<file path="config.mk">
export PLATFORM = sky130hd
export DESIGN_NAME = up_core_v2
export DESIGN_NICKNAME = d
export VERILOG_FILES = /design/src/rtl/up_pkg.sv /design/src/rtl/up_ret_stack.sv /design/src/rtl/up_core_v2.sv
export SDC_FILE = /design/constraint.sdc
export NUM_CORES = 1
export LEC_CHECK = 0
export BUFFER_PORTS_ARGS = -buffer_cell sky130_fd_sc_hd__buf_2
export CAP_MARGIN = 20
export CORE_MARGIN = 2
export CORE_UTILIZATION = 42
export CTS_CLUSTER_SIZE = 30
export DETAILED_ROUTE_END_ITERATION = 12
export PLACE_DENSITY = 0.71
export RECOVER_POWER = 25
export SYNTH_ARGS = -nofsm -noshare
export SYNTH_HDL_FRONTEND = slang
export SYNTH_HIERARCHICAL = 1
export SYNTH_SLANG_ARGS = --single-unit
</file>
<file path="constraint.sdc">
create_clock -name clk_in -period 4.21 [get_ports clk_in]
set_clock_uncertainty 0.1 [all_clocks]
set_input_delay 0.842 -clock clk_in [delete_from_list [all_inputs] [get_ports clk_in]]
set_output_delay 0.842 -clock clk_in [all_outputs]
set_load 0.02 [all_outputs]
</file>
<file path="src/rtl/up_pkg.sv">
`default_nettype none
// ============================================================================
// Module   : up_pkg
// Purpose  : Opcode constants and FSM state encodings shared by up_core_v2.
// Revision : 1.0
// ============================================================================
package up_pkg;

    localparam logic [7:0] c_OP_NOP  = 8'h00;
    localparam logic [7:0] c_OP_LDI  = 8'h01;
    localparam logic [7:0] c_OP_LD   = 8'h02;
    localparam logic [7:0] c_OP_ST   = 8'h03;
    localparam logic [7:0] c_OP_ADD  = 8'h04;
    localparam logic [7:0] c_OP_SUB  = 8'h05;
    localparam logic [7:0] c_OP_AND  = 8'h06;
    localparam logic [7:0] c_OP_OR   = 8'h07;
    localparam logic [7:0] c_OP_XOR  = 8'h08;
    localparam logic [7:0] c_OP_JMP  = 8'h09;
    localparam logic [7:0] c_OP_JZ   = 8'h0A;
    localparam logic [7:0] c_OP_JC   = 8'h0B;
    localparam logic [7:0] c_OP_CALL = 8'h0C;
    localparam logic [7:0] c_OP_RET  = 8'h0D;
    localparam logic [7:0] c_OP_RETI = 8'h0E;
    localparam logic [7:0] c_OP_HALT = 8'h0F;
    localparam logic [7:0] c_OP_EI   = 8'h10;
    localparam logic [7:0] c_OP_DI   = 8'h11;

    typedef enum logic [1:0] {
        ST_FETCH = 2'd0,
        ST_EXEC  = 2'd1,
        ST_HALT  = 2'd2
    } state_t;

endpackage
`default_nettype wire

</file>
<file path="src/rtl/up_ret_stack.sv">
`default_nettype none
// ============================================================================
// Module   : up_ret_stack
// Purpose  : LIFO return-address stack; push+pop together replaces the top.
// Revision : 1.0
// ============================================================================
module up_ret_stack #(
    parameter int DEPTH = 8,
    parameter int DW    = 8
) (
    input  logic          clk,
    input  logic          rst,
    input  logic          i_push,
    input  logic          i_pop,
    input  logic [DW-1:0] i_data,
    output logic [DW-1:0] o_top,
    output logic          o_full,
    output logic          o_empty
);

    localparam int c_CW = $clog2(DEPTH + 1);
    localparam int c_AW = (DEPTH > 1) ? $clog2(DEPTH) : 1;

    logic [c_CW-1:0] r_count;
    logic [DW-1:0]   r_mem [DEPTH];
    logic [c_AW-1:0] w_top_idx;
    logic [c_AW-1:0] w_wr_idx;
    logic            w_replace;
    logic            w_do_push;

    assign o_full    = (r_count == c_CW'(DEPTH));
    assign o_empty   = (r_count == '0);
    assign w_top_idx = r_count[c_AW-1:0] - c_AW'(1);
    assign w_replace = i_push && i_pop && !o_empty;
    assign w_do_push = i_push && (w_replace || !o_full);
    assign w_wr_idx  = w_replace ? w_top_idx : r_count[c_AW-1:0];
    assign o_top     = r_mem[w_top_idx];

    always_ff @(posedge clk) begin
        if (w_do_push) begin
            r_mem[w_wr_idx] <= i_data;
        end
    end

    always_ff @(posedge clk) begin
        if (rst) begin
            r_count <= '0;
        end else if (w_replace) begin
            r_count <= r_count;
        end else if (i_push && !o_full) begin
            r_count <= r_count + c_CW'(1);
        end else if (i_pop && !o_empty) begin
            r_count <= r_count - c_CW'(1);
        end
    end

endmodule
`default_nettype wire

</file>
<file path="src/rtl/up_core_v2.sv">
`default_nettype none
// ============================================================================
// Module   : up_core_v2
// Purpose  : Accumulator micro-core: 2-cycle fetch/exec, return stack, IRQ.
// Revision : 1.0
// ============================================================================
module up_core_v2
    import up_pkg::*;
#(
    parameter int                 WIDTH       = 16,
    parameter int                 PC_BITS     = 8,
    parameter int                 REG_NUM     = 16,
    parameter int                 STACK_DEPTH = 8,
    parameter logic [PC_BITS-1:0] IRQ_VEC     = 8'hF0
) (
    input  logic                 clk_in,
    input  logic                 rst_in,
    output logic [PC_BITS-1:0]   imem_addr,
    output logic                 imem_req,
    input  logic [8+WIDTH-1:0]   imem_data,
    input  logic                 imem_valid,
    input  logic                 irq,
    output logic [WIDTH-1:0]     acc_out,
    output logic                 zero,
    output logic                 carry,
    output logic                 halted,
    output logic                 stack_err
);

    localparam int c_RW = (REG_NUM > 1) ? $clog2(REG_NUM) : 1;

    state_t               r_state;
    logic [PC_BITS-1:0]   r_pc;
    logic [WIDTH-1:0]     r_acc;
    logic                 r_carry;
    logic                 r_ie;
    logic                 r_err;
    logic [7:0]           r_op;
    logic [WIDTH-1:0]     r_imm;
    logic [WIDTH-1:0]     r_regs [REG_NUM];

    logic [c_RW-1:0]      w_reg_idx;
    logic [WIDTH-1:0]     w_reg_val;
    logic [PC_BITS-1:0]   w_pc_inc;
    logic [PC_BITS-1:0]   w_target;
    logic [WIDTH:0]       w_sum;
    logic [WIDTH:0]       w_diff;
    logic [PC_BITS-1:0]   w_stack_top;
    logic                 w_full;
    logic                 w_empty;

    logic [PC_BITS-1:0]   w_next_pc;
    logic [WIDTH-1:0]     w_acc_nxt;
    logic                 w_carry_nxt;
    logic                 w_ie_nxt;
    logic                 w_err_set;
    logic                 w_push;
    logic                 w_pop;
    logic [PC_BITS-1:0]   w_push_data;
    logic                 w_halt;
    logic                 w_wake;

    assign w_reg_idx = r_imm[c_RW-1:0];
    assign w_reg_val = r_regs[w_reg_idx];
    assign w_pc_inc  = r_pc + PC_BITS'(1);
    assign w_target  = r_imm[PC_BITS-1:0];
    assign w_sum     = {1'b0, r_acc} + {1'b0, w_reg_val};
    assign w_diff    = {1'b0, r_acc} - {1'b0, w_reg_val};

    up_ret_stack #(
        .DEPTH (STACK_DEPTH),
        .DW    (PC_BITS)
    ) u_ret_stack (
        .clk     (clk_in),
        .rst     (rst_in),
        .i_push  (w_push),
        .i_pop   (w_pop),
        .i_data  (w_push_data),
        .o_top   (w_stack_top),
        .o_full  (w_full),
        .o_empty (w_empty)
    );

    always_comb begin
        w_next_pc   = w_pc_inc;
        w_acc_nxt   = r_acc;
        w_carry_nxt = r_carry;
        w_ie_nxt    = r_ie;
        w_err_set   = 1'b0;
        w_push      = 1'b0;
        w_pop       = 1'b0;
        w_push_data = w_pc_inc;
        w_halt      = 1'b0;
        w_wake      = 1'b0;
        if (r_state == ST_EXEC) begin
            case (r_op)
                c_OP_LDI:  w_acc_nxt = r_imm;
                c_OP_LD:   w_acc_nxt = w_reg_val;
                c_OP_ADD:  {w_carry_nxt, w_acc_nxt} = w_sum;
                c_OP_SUB:  {w_carry_nxt, w_acc_nxt} = w_diff;
                c_OP_AND:  w_acc_nxt = r_acc & w_reg_val;
                c_OP_OR:   w_acc_nxt = r_acc | w_reg_val;
                c_OP_XOR:  w_acc_nxt = r_acc ^ w_reg_val;
                c_OP_JMP:  w_next_pc = w_target;
                c_OP_JZ:   if (r_acc == '0) w_next_pc = w_target;
                c_OP_JC:   if (r_carry) w_next_pc = w_target;
                c_OP_CALL: begin
                    if (w_full) begin
                        w_err_set = 1'b1;
                    end else begin
                        w_push    = 1'b1;
                        w_next_pc = w_target;
                    end
                end
                c_OP_RET, c_OP_RETI: begin
                    if (w_empty) begin
                        w_err_set = 1'b1;
                    end else begin
                        w_pop     = 1'b1;
                        w_next_pc = w_stack_top;
                        if (r_op == c_OP_RETI) w_ie_nxt = 1'b1;
                    end
                end
                c_OP_HALT: w_halt = 1'b1;
                c_OP_EI:   w_ie_nxt = 1'b1;
                c_OP_DI:   w_ie_nxt = 1'b0;
                default:   w_next_pc = w_pc_inc;
            endcase
            // IE sampled before this instruction; a CALL that pushed defers the IRQ one instruction
            if (irq && r_ie && !w_full && !w_push) begin
                w_push      = 1'b1;
                w_push_data = w_next_pc;
                w_next_pc   = IRQ_VEC;
                w_ie_nxt    = 1'b0;
                w_halt      = 1'b0;
            end
        end else if (r_state == ST_HALT) begin
            if (irq && r_ie && !w_full) begin
                w_push      = 1'b1;
                w_push_data = r_pc;
                w_next_pc   = IRQ_VEC;
                w_ie_nxt    = 1'b0;
                w_wake      = 1'b1;
            end
        end
    end

    always_ff @(posedge clk_in) begin
        if (rst_in) begin
            r_state <= ST_FETCH;
            r_pc    <= '0;
            r_acc   <= '0;
            r_carry <= 1'b0;
            r_ie    <= 1'b0;
            r_err   <= 1'b0;
            r_op    <= c_OP_NOP;
            r_imm   <= '0;
        end else begin
            case (r_state)
                ST_FETCH: begin
                    if (imem_valid) begin
                        r_op    <= imem_data[8+WIDTH-1:WIDTH];
                        r_imm   <= imem_data[WIDTH-1:0];
                        r_state <= ST_EXEC;
                    end
                end
                ST_EXEC: begin
                    r_pc    <= w_next_pc;
                    r_acc   <= w_acc_nxt;
                    r_carry <= w_carry_nxt;
                    r_ie    <= w_ie_nxt;
                    if (w_err_set) r_err <= 1'b1;
                    r_state <= w_halt ? ST_HALT : ST_FETCH;
                end
                ST_HALT: begin
                    if (w_wake) begin
                        r_pc    <= w_next_pc;
                        r_ie    <= w_ie_nxt;
                        r_state <= ST_FETCH;
                    end
                end
                default: r_state <= ST_FETCH;
            endcase
        end
    end

    // Register file is deliberately left out of reset
    always_ff @(posedge clk_in) begin
        if (!rst_in && r_state == ST_EXEC && r_op == c_OP_ST) begin
            r_regs[w_reg_idx] <= r_acc;
        end
    end

    assign imem_req  = (r_state == ST_FETCH) && !rst_in;
    assign imem_addr = r_pc;
    assign acc_out   = r_acc;
    assign zero      = (r_acc == '0);
    assign carry     = r_carry;
    assign halted    = (r_state == ST_HALT) && !rst_in;
    assign stack_err = r_err;

endmodule
`default_nettype wire

</file>
==> flow_metrics.py, run 1 <==
metrics = {
    "drt": {
        "wl_per_cell_um": 23.8,
        "drt-vias-per-instance": 5.95,
        "dr.pass1.iters": 6,
        "drtAntennaViolNets": 0,
        "postRouteWirelength_um": 46200,
        "drt_first_iter_violations": 1047,
        "vias": 11600,
        "drc": 0,
    },
    "flow_run": {
        "cap_violations": 0,
    },
    "timing": {
        "min_period_ns": 4.05,
        "finalMaxSlewViolations": 0,
        "rsz0062_at_grt": "yes",
        "max_slew_margin": 0.241,
        "tightest_slew_ns": 1.14,
        "setup_violations": 0,
        "period_share": 0.963,
        "setup_tns_ns": 0,
        "max_freq_ghz": 0.247,
        "finalHoldViolCount": 0,
    },
    "clock_network": {
        "clk_latency_ns": 0.57,
        "cts_sinks": 381,
        "clk_path_buf_depth": 3,
        "clk_pin_slew_worst_paths_ns": 0.06,
        "h-tree-depth": 2,
        "numCtsBuffers": 40,
        "cts_tree": "yes",
        "clockRootBuffer": "clkbuf_16",
    },
    "yosys": {
        "synth_seq_cells": 381,
        "synth_nets": 1347,
        "yosysWarnings": 6,
        "synth_cell_types": 82,
        "avgSynthCellArea_um2": 14.2,
        "synthArstFlopShare": 0,
        "synth_edf_count": 320,
        "ys_top_cells_by_area": "edfxtp_1 54%, mux4_2 11%, dfxtp_1 6.8%",
        "yosys.area.top_type": "edfxtp_1",
        "yosys.area.top_type_share": 0.536,
        "yosys_most_used_dff": "edfxtp_1",
        "syn_area_um2": 17900,
        "yosysSeqAreaShare": 0.604,
        "synthTopCellsByCount": "320 x edfxtp_1, 99 x nand2_1, 88 x mux4_2",
        "netlist_instances": 1258,
        "synth.most_common_cell": "edfxtp_1",
    },
    "hold_path": {
        "whs_endpoint": "r_imm[8]",
        "whs_path_depth": 2,
        "min_path_type": "reg -> reg",
        "worstHoldStart": "r_imm[8]",
    },
    "setup_path": {
        "r2r-end": "acc_out[13]",
        "slowest_stage": "mux4_2",
        "crit_type": "reg -> reg",
        "crit_path_max_incr_delay_ns": 0.59,
        "critPathCaptureType": "flip-flop",
        "r2r_slack_ns": 0.16,
        "cp-start-kind": "flip-flop",
        "crit_chain": "buf_12 > clkbuf_16 > mux4_2 > mux4_2 > inv_1 > ha_2 > nor2_1 > nand2_1 > a211oi_2 > a2111oi_2 > buf_4 > a221o_1 > a221oi_1 > o31ai_1",
        "cp_data_arrival_time_ns": 4.39,
        "r2r_cells": 14,
        "path_common_cell": "mux4_2",
        "required_ns": 4.55,
        "crit_fanout": 15,
    },
    "floorplan": {
        "num_io_pins": 57,
        "initial_core_util": 0.426,
        "num_rows": 75,
        "core-area_um2": 42000,
        "die_w_um": 211,
        "die_area_um2": 44400,
        "fp.dieH_um": 211,
    },
    "final_layout": {
        "finalNonFillerCells": 1946,
        "post-route-util": 0.492,
        "fin_area_um2": 20700,
        "final_nets": 1467,
        "area_delta_synth_final_pct": 15.4,
        "drive_above_1_share": 0.254,
    },
    "placed_design": {
        "numPortBuffers": 56,
        "placed_cells": 1868,
        "dpl.hpwl_um": 30200,
        "gp_congestion": 0.942,
        "dpl-instance-area_um2": 19200,
    },
    "global_route": {
        "grt_usage": 0.209,
        "grt_first_pass_wirelength_um": 69900,
        "antenna_found_initial": 0,
        "grt_overflow_total": 0,
        "grt_max_degree": 52,
        "grt_pass1_vias": 11400,
    },
    "run_status": {
        "status": "completed",
    },
    "power": {
        "ir_drop_mv": 0.260,
        "powerDensity_nw_per_um2": 408,
        "total_leakage_power_uw": 0.00715,
    },
}
## final cells by class
class                   count  area (um2)
multi-input cells         752        6660
repair buffers            147        1020
inverters                  56         210
flip-flops and latches    381       10800
well taps                 539         674
clock inverters            28         254
fillers                  3547       21400
diodes                      1        2.50
clock buffers              42        1030
## cell usage in the layout (no fill, tap or decap), drive strengths merged, types with 4 or more instances in the layout
master / netlist / final
buf: 31 / 141
o21bai: 4 / 4
a21oi: 84 / 84
nor2: 70 / 70
clkbuf: 38 / 48
edfxtp: 320 / 320
nor3: 29 / 29
a21o: 7 / 7
o2111ai: 4 / 4
and3: 7 / 7
nand2b: 15 / 15
mux2: 13 / 13
a221o: 5 / 5
mux2i: 11 / 11
a31oi: 9 / 9
mux4: 94 / 94
inv: 54 / 55
a22oi: 4 / 4
o21ai: 51 / 51
nand2: 100 / 100
dfxtp: 61 / 61
clkinv: 2 / 22
nor2b: 10 / 10
bufinv: 0 / 4
o221ai: 4 / 4
nor4: 8 / 8
o31ai: 5 / 5
o211ai: 9 / 9
o22ai: 11 / 11
nand3b: 4 / 4
xor2: 4 / 4
ha: 58 / 58
xnor2: 7 / 7
nand3: 22 / 22
a211oi: 21 / 21
a221oi: 30 / 30
nor3b: 6 / 6
## sequential cells by signal, indices dropped and copies added, names as in the netlist, 2 cells and up, named ones only
name / cells
imem_addr: 8
r_imm: 16
r_regs: 256
u_ret_stack/r_mem: 64
r_state: 2
r_op: 8
u_ret_stack/r_count: 4
acc_out: 16
## worst max-delay path by stage
stage	from	to	slack, ns	cells after the start
floorplan	flip-flop	acc_out[14]	0.003	15
detailed placement	flip-flop	acc_out[13]	0.07	12
global route	flip-flop	acc_out[15]	-0.05	15
global placement	flip-flop	acc_out[15]	0.12	13
CTS	flip-flop	acc_out[13]	0.06	12
finish	flip-flop	acc_out[13]	0.16	14
## logic make-up (layout without fill, tap and decap cells)
kind of cell               after synthesis  in the layout  synth area share
AOI/OAI and AO/OA                      273            273             0.103
xor gates and xnor gates                11             11           0.00537
adders and majority gates               61             61            0.0438
buffers and inverters                  125            273            0.0311
DFF                                    381            381             0.604
muxes                                  118            118             0.134
other                                    0              1                 0
and+or+nand+nor                        289            289            0.0791
## repair_timing
| action | 4_1_cts | 5_1_grt |
|---|---|---|
| setup endpoints to repair | 0 | 8 |
| gates resized for setup | 0 | 22 |
| hold buffers | 0 | 0 |
| setup buffers | 0 | 6 |
## layer usage
metal / wire length, um / up-vias / track usage / part of all wire
met1: 18900 / 5800 / 0.279 / 0.41
met4: 1340 / 0 / 0.0658 / 0.029
met3: 3640 / 90 / 0.0447 / 0.079
li1: - / 5175 / - / -
met2: 22400 / 506 / 0.345 / 0.48
met5: 0 / - / 0 / 0
## per-stage QoR
| stage | power (uW) | hold WS (ns) | setup WS, ns |
|---|---|---|---|
| floorplan | 4750 | 0.333 | 0.00346 |
| global placement | 4990 | 0.349 | 0.123 |
| detailed placement | 5000 | 0.353 | 0.0682 |
| CTS | 8460 | 0.369 | 0.0618 |
| global route | 8710 | 0.402 | -0.0456 |
| finish | 8440 | 0.370 | 0.156 |
## critical path: cells and delay by family, from the launching register on
family                   cells  cell delay (ns)
AND/OR/NAND/NOR              2             0.25
adder cells (fa/ha/maj)      1             0.34
flip-flops                   1             0.45
multiplexers                 2             1.10
buffers and inverters        4             0.64
AO/OA/AOI/OAI                5             1.03
## power breakdown
group          switching (uW)  internal [uW]
combinational             481            311
sequential               61.6           4110
clock                    1460           2020
total                    2000           6440
(Power assumes the default switching activity.)
==> run 2: changes to the inputs <==
--- a/config.mk
+++ b/config.mk
@@ -8,10 +8,10 @@
 export BUFFER_PORTS_ARGS = -buffer_cell sky130_fd_sc_hd__buf_2
 export CAP_MARGIN = 20
 export CORE_MARGIN = 2
-export CORE_UTILIZATION = 42
+export CORE_UTILIZATION = 40
 export CTS_CLUSTER_SIZE = 30
 export DETAILED_ROUTE_END_ITERATION = 12
-export PLACE_DENSITY = 0.71
+export PLACE_DENSITY = 0.68
 export RECOVER_POWER = 25
 export SYNTH_ARGS = -nofsm -noshare
 export SYNTH_HDL_FRONTEND = slang
==> flow_metrics.py, run 2 (synthesis results as in run 1) <==
metrics = {
    "drt": {
        "drt_first_iter_violations": 1348,
        "drtAntennaViolNets": 0,
        "vias": 11700,
        "postRouteWirelength_um": 46100,
        "drc": 0,
        "wl_per_cell_um": 23.0,
        "dr.pass1.iters": 7,
        "drt-vias-per-instance": 5.85,
    },
    "timing": {
        "finalMaxSlewViolations": 0,
        "min_period_ns": 4.12,
        "setup_violations": 0,
        "finalHoldViolCount": 0,
        "period_share": 0.978,
        "tightest_slew_ns": 1.21,
        "rsz0062_at_grt": "yes",
        "max_slew_margin": 0.187,
        "setup_tns_ns": 0,
        "max_freq_ghz": 0.243,
    },
    "final_layout": {
        "final_nets": 1470,
        "largest_reg_flops": 256,
        "seq_area_um2": 10800,
        "fin_area_um2": 20900,
        "multi_input_area_um2": 6670,
        "drive_above_1_share": 0.252,
        "layout_common_cells": "320 x edfxtp_1, 99 x nand2_1, 88 x mux4_2, 83 x a21oi_1, 72 x buf_4",
        "area_delta_synth_final_pct": 16.5,
        "layout_commonest_cell": "edfxtp_1",
        "reg_top3": "r_regs x256, u_ret_stack/r_mem x64",
        "fill_cells": 3782,
        "regMostFlops": "r_regs",
        "n_antenna_cell": 0,
    },
    "setup_path": {
        "slowest_stage": "mux4_2",
        "timing.critical_path.buf_inv": 2,
        "crit_chain": "buf_12 > mux4_2 > mux4_2 > inv_1 > ha_1 > nor3_1 > a221oi_2 > a211oi_2 > a2111oi_4 > a221o_1 > a221oi_1 > o31ai_1",
        "r2r-end": "acc_out[13]",
        "cp.depth": 12,
        "crit_path_max_incr_delay_ns": 0.53,
        "required_ns": 4.54,
        "endpoint": "acc_out[13]",
        "r2r_cells": 12,
        "path_common_cell": "mux4_2",
        "crit_type": "reg -> reg",
        "cp-start-kind": "flip-flop",
        "cp_top_family": "compound AO/OA/AOI/OAI gates",
        "cp_data_arrival_time_ns": 4.44,
        "critPathCaptureType": "flip-flop",
        "r2r_slack_ns": 0.09,
        "crit_fanout": 20,
    },
    "clock_network": {
        "cts_tree": "yes",
        "cts_sinks": 381,
        "clk_latency_ns": 0.57,
        "clk_path_buf_depth": 3,
        "clockRootBuffer": "clkbuf_16",
        "clk_pin_slew_worst_paths_ns": 0.06,
        "h-tree-depth": 2,
        "cts_hold_buf": 0,
        "numCtsBuffers": 40,
    },
    "floorplan": {
        "die_w_um": 216,
        "num_rows": 77,
        "fp.dieH_um": 216,
        "core-area_um2": 44200,
        "num_io_pins": 57,
        "initial_core_util": 0.405,
        "die_area_um2": 46500,
    },
    "power": {
        "switching_share": 0.233,
        "comb_power_share": 0.090,
        "p_int_uw": 6620,
        "seqPwrFrac": 0.484,
        "powerDensity_nw_per_um2": 413,
        "clockPowerShare": 0.426,
        "p_sw_uw": 2010,
        "total_leakage_power_uw": 0.00719,
        "ir_drop_mv": 0.234,
    },
    "global_route": {
        "grt_usage": 0.197,
        "grt_first_pass_wirelength_um": 69900,
        "grt_pass1_vias": 11400,
        "antenna_found_initial": 0,
        "grt_overflow_total": 0,
        "grt_max_degree": 57,
    },
    "placed_design": {
        "numPortBuffers": 56,
        "dpl.hpwl_um": 30600,
        "dpl-instance-area_um2": 19500,
        "gp_congestion": 0.927,
    },
    "run_status": {
        "status": "completed",
    },
    "flow_run": {
        "cap_violations": 0,
    },
    "hold_path": {
        "min_path_type": "reg -> reg",
    },
}
## run 2: cell count changes in the layout (fill, tap and decap cells not counted), moves of 2 or more
cell and change:
clkinv_1 -6, bufinv_16 +2, clkbuf_1 +13, buf_4 -8, ha_2 +2, buf_12 +7, inv_6 +2, ha_1 -2
## run 2: final cells by class
| type | instances | area share |
|---|---|---|
| clock buffers | 49 | 0.0516 |
| clock inverters | 25 | 0.0141 |
| inverters | 56 | 0.0101 |
| multi-input cells | 752 | 0.319 |
| flip-flops and latches | 381 | 0.519 |
| well taps | 592 | 0.0355 |
| repair buffers | 150 | 0.0506 |
## run 2: per-layer routing
metal,global-route usage,up-vias,share of wire
met1,0.278,5962,0.43
met5,0,-,0
li1,-,5175,-
met4,0.0593,0,0.025
met2,0.310,513,0.47
met3,0.0389,73,0.077
## run 2: power by group through the flow
stage	logic, uW	clock network [uW]	registers [uW]
after detailed placement	752	0	4250
after global routing	840	3890	4180
after CTS	757	3730	4170
after global placement	738	0	4250
final	776	3680	4170
after floorplan	511	0	4240
## run 2: timing repair
| action | CTS | global route |
|---|---|---|
| pin swaps | 0 | 2 |
| buffers inserted | 0 | 1 |
| endpoints found under the hold margin | 0 | 0 |
| cloned | 0 | 0 |
| resized for setup | 3 | 16 |
| endpoints found under the setup margin | 2 | 10 |
## run 2: worst register-to-register path: cells and delay by family, from the launching register on
kind                       cells  cell delay, ns
muxes                          2            1.06
adders and majority gates      1            0.34
buffers and inverters          2            0.36
DFF                            1            0.49
AOI/OAI and AO/OA              6            1.37
and+or+nand+nor                1            0.28
## run 2: through the flow
step | util | std cells | hold WS [ns] | total power [uW] | worst slack (ns)
after floorplan | - | 1258 | 0.333 | 4750 | 0.00346
after global placement | 0.440 | 1930 | 0.350 | 4990 | -0.0569
after detailed placement | 0.440 | 1930 | 0.359 | 5010 | -0.0501
after CTS | 0.471 | 2004 | 0.374 | 8660 | 0.00452
after global routing | 0.472 | 2005 | 0.400 | 8900 | -0.108
final | 0.472 | 2005 | 0.370 | 8630 | 0.0939
## run 2: how the worst min path moves through the flow
stage	from	end	slack [ns]	cells past startpoint
floorplan	r_imm[13]	r_imm[13]	0.33	2
global placement	r_imm[13]	r_imm[13]	0.35	2
detailed placement	r_imm[8]	r_imm[8]	0.36	2
CTS	r_state[1]	r_state[1]	0.37	2
global route	r_imm[13]	r_imm[13]	0.40	2
finish	r_imm[14]	r_imm[14]	0.37	2
==> run 3: changes to the inputs <==
--- a/config.mk
+++ b/config.mk
@@ -11,9 +11,8 @@
 export CORE_UTILIZATION = 40
 export CTS_CLUSTER_SIZE = 30
 export DETAILED_ROUTE_END_ITERATION = 12
-export PLACE_DENSITY = 0.68
+export PLACE_DENSITY = 0.66
 export RECOVER_POWER = 25
 export SYNTH_ARGS = -nofsm -noshare
 export SYNTH_HDL_FRONTEND = slang
-export SYNTH_HIERARCHICAL = 1
 export SYNTH_SLANG_ARGS = --single-unit
==> constraint.sdc (replaced) <==
create_clock -name clk_in -period 3.8 [get_ports clk_in]
set_clock_uncertainty 0.1 [all_clocks]
set_input_delay 0.76 -clock clk_in [delete_from_list [all_inputs] [get_ports clk_in]]
set_output_delay 0.76 -clock clk_in [all_outputs]
set_load 0.02 [all_outputs]
==> flow_metrics.py, run 3 <==
metrics = {
    "clock_network": {
        "clk_pin_slew_worst_paths_ns": 0.06,
        "clk_latency_ns": 0.57,
        "clk_path_buf_depth": 3,
        "cts_tree": "yes",
        "numCtsBuffers": 40,
        "h-tree-depth": 2,
        "cts_hold_buf": 0,
        "clockRootBuffer": "clkbuf_16",
        "cts_sinks": 381,
    },
    "global_route": {
        "grt_first_pass_wirelength_um": 72100,
        "antenna_found_initial": 0,
        "grt_max_degree": 30,
        "grt_usage": 0.208,
        "grt_pass1_vias": 11900,
        "grt_overflow_total": 0,
    },
    "yosys": {
        "netlist_instances": 1264,
        "synthTopCellsByCount": "320 x edfxtp_1, 109 x nand2_1, 94 x mux4_2",
        "synth_nets": 1353,
        "synthArstFlopShare": 0,
        "synth_cell_types": 74,
        "avgSynthCellArea_um2": 14.0,
        "synth_edf_count": 320,
        "ys_top_cells_by_area": "edfxtp_1 54%, mux4_2 12%, dfxtp_1 6.9%",
        "yosys_most_used_dff": "edfxtp_1",
        "synth.most_common_cell": "edfxtp_1",
        "yosys.area.top_type": "edfxtp_1",
        "yosys.area.top_type_share": 0.542,
        "syn_area_um2": 17700,
        "synth_seq_cells": 381,
        "yosysSeqAreaShare": 0.611,
        "yosysWarnings": 0,
    },
    "drt": {
        "wl_per_cell_um": 23.0,
        "drtAntennaViolNets": 0,
        "drt_first_iter_violations": 1144,
        "postRouteWirelength_um": 48400,
        "dr.pass1.iters": 5,
        "vias": 12000,
        "drt-vias-per-instance": 5.73,
        "drc": 0,
    },
    "floorplan": {
        "initial_core_util": 0.404,
        "die_w_um": 215,
        "fp.dieH_um": 215,
        "num_io_pins": 57,
        "die_area_um2": 46000,
        "core-area_um2": 43900,
        "num_rows": 77,
    },
    "setup_path": {
        "required_ns": 4.15,
        "cp_data_arrival_time_ns": 4.29,
        "slowest_stage": "mux4_2",
        "crit_path_max_incr_delay_ns": 0.52,
        "crit_type": "reg -> reg",
        "r2r_cells": 16,
        "critPathCaptureType": "flip-flop",
        "crit_fanout": 8,
        "cp-start-kind": "flip-flop",
        "crit_chain": "buf_4 > buf_12 > buf_16 > buf_4 > mux4_2 > mux4_2 > inv_2 > ha_4 > buf_6 > buf_6 > inv_1 > a221o_1 > a221oi_4 > xnor2_1 > a211oi_1 > a221oi_1",
    },
    "final_layout": {
        "final_nets": 1570,
        "area_delta_synth_final_pct": 22.6,
        "n_antenna_cell": 0,
        "layout_commonest_cell": "edfxtp_1",
        "regMostFlops": "r_regs",
        "largest_reg_flops": 256,
        "reg_top3": "r_regs x256, u_ret_stack.r_mem x64",
        "layout_common_cells": "320 x edfxtp_1, 153 x buf_4, 108 x nand2_1, 94 x mux4_2, 73 x a21oi_1",
        "drive_above_1_share": 0.316,
    },
    "timing": {
        "setup_slack_ns": -0.134,
        "max_freq_ghz": 0.254,
        "period_share": 1.04,
        "finalHoldViolCount": 0,
        "min_period_ns": 3.93,
        "tightest_slew_ns": 1.01,
        "max_slew_margin": 0.326,
        "setup_violations": 9,
        "finalMaxSlewViolations": 0,
        "setup_tns_ns": -0.610,
        "rsz0062_at_grt": "yes",
    },
    "placed_design": {
        "dpl.hpwl_um": 31700,
        "numPortBuffers": 56,
        "gp_congestion": 0.931,
        "place_ws_ns": -0.218,
    },
    "hold_path": {
        "whs_path_depth": 3,
        "min_path_type": "in -> reg",
    },
    "run_status": {
        "status": "finished with violations",
        "violations": "setup timing",
    },
    "power": {
        "switching_share": 0.240,
        "p_sw_uw": 2290,
        "finalPower_uw": 9550,
        "total_leakage_power_uw": 0.00795,
        "clockPowerShare": 0.404,
        "p_int_uw": 7260,
        "powerDensity_nw_per_um2": 440,
        "comb_power_share": 0.115,
        "seqPwrFrac": 0.482,
        "ir_drop_mv": 0.359,
    },
    "flow_run": {
        "cap_violations": 0,
    },
}
run 3: critical path, delay by kind of cell (launching register included):
kind                     cells  cell delay (ns)
AO/OA/AOI/OAI                4             1.10
XOR/XNOR                     1             0.16
adder cells (fa/ha/maj)      1             0.15
buffers and inverters        8             0.89
flip-flops                   1             0.41
multiplexers                 2             1.02
run 3: final timing paths:
check	end	slack, ns	from
worst max-delay path	acc_out[14]	-0.13	flip-flop
worst min-delay path	r_op[5]	0.34	imem_data[21]
worst max register to register	acc_out[14]	-0.13	flip-flop
worst min register to register	r_imm[14]	0.36	r_imm[14]
run 3: per-stage QoR:
step | util | cells | cell area, um2 | hold WS (ns)
3_3_place_gp | 0.450 | 2004 | 19800 | 0.352
2_1_floorplan | - | 1264 | 17800 | 0.333
4_1_cts | 0.485 | 2084 | 21300 | 0.320
3_5_place_dp | 0.450 | 2004 | 19800 | 0.352
6_report | 0.495 | 2103 | 21700 | 0.340
5_1_grt | 0.495 | 2103 | 21700 | 0.343
run 3: final cells by class:
cell class	instances	area (um2)
fill	3794	22200
sequential	381	10800
multi-input combinational	756	6840
timing repair buffer	240	1770
clock buffer	53	1080
tap	592	741
inverter	62	233
clock inverter	19	220
run 3: cell families (layout without fill, tap and decap cells):
| group | Yosys count | count (layout) | synth area share |
|---|---|---|---|
| fa+ha+maj | 62 | 62 | 0.0449 |
| buf+inv | 127 | 374 | 0.0287 |
| mux | 112 | 112 | 0.130 |
| flops | 381 | 381 | 0.611 |
| xor+xnor | 18 | 18 | 0.00889 |
| simple gates | 302 | 302 | 0.0786 |
| compound gates | 262 | 262 | 0.0980 |
run 3: repair_timing:
item / in CTS / in global routing
endpoints found under the setup margin: 11 / 13
buffers inserted: 7 / 19
gates resized for setup: 25 / 72
pin swaps: 4 / 30
cloned: 1 / 0
run 3: per-layer routing:
layer  vias up  part of all wire  track usage
met1      6106              0.42        0.283
met3       101             0.066       0.0328
li1       5346                 -            -
met5         -                 0            0
met2       494              0.48        0.340
met4         0             0.034       0.0727
run 3: power groups by stage:
stage,registers [uW],clock network [uW],logic [uW]
2_1_floorplan,4690,0,560
3_3_place_gp,4690,0,944
3_5_place_dp,4690,0,951
4_1_cts,4600,3910,992
5_1_grt,4600,4070,1180
6_report,4600,3860,1100
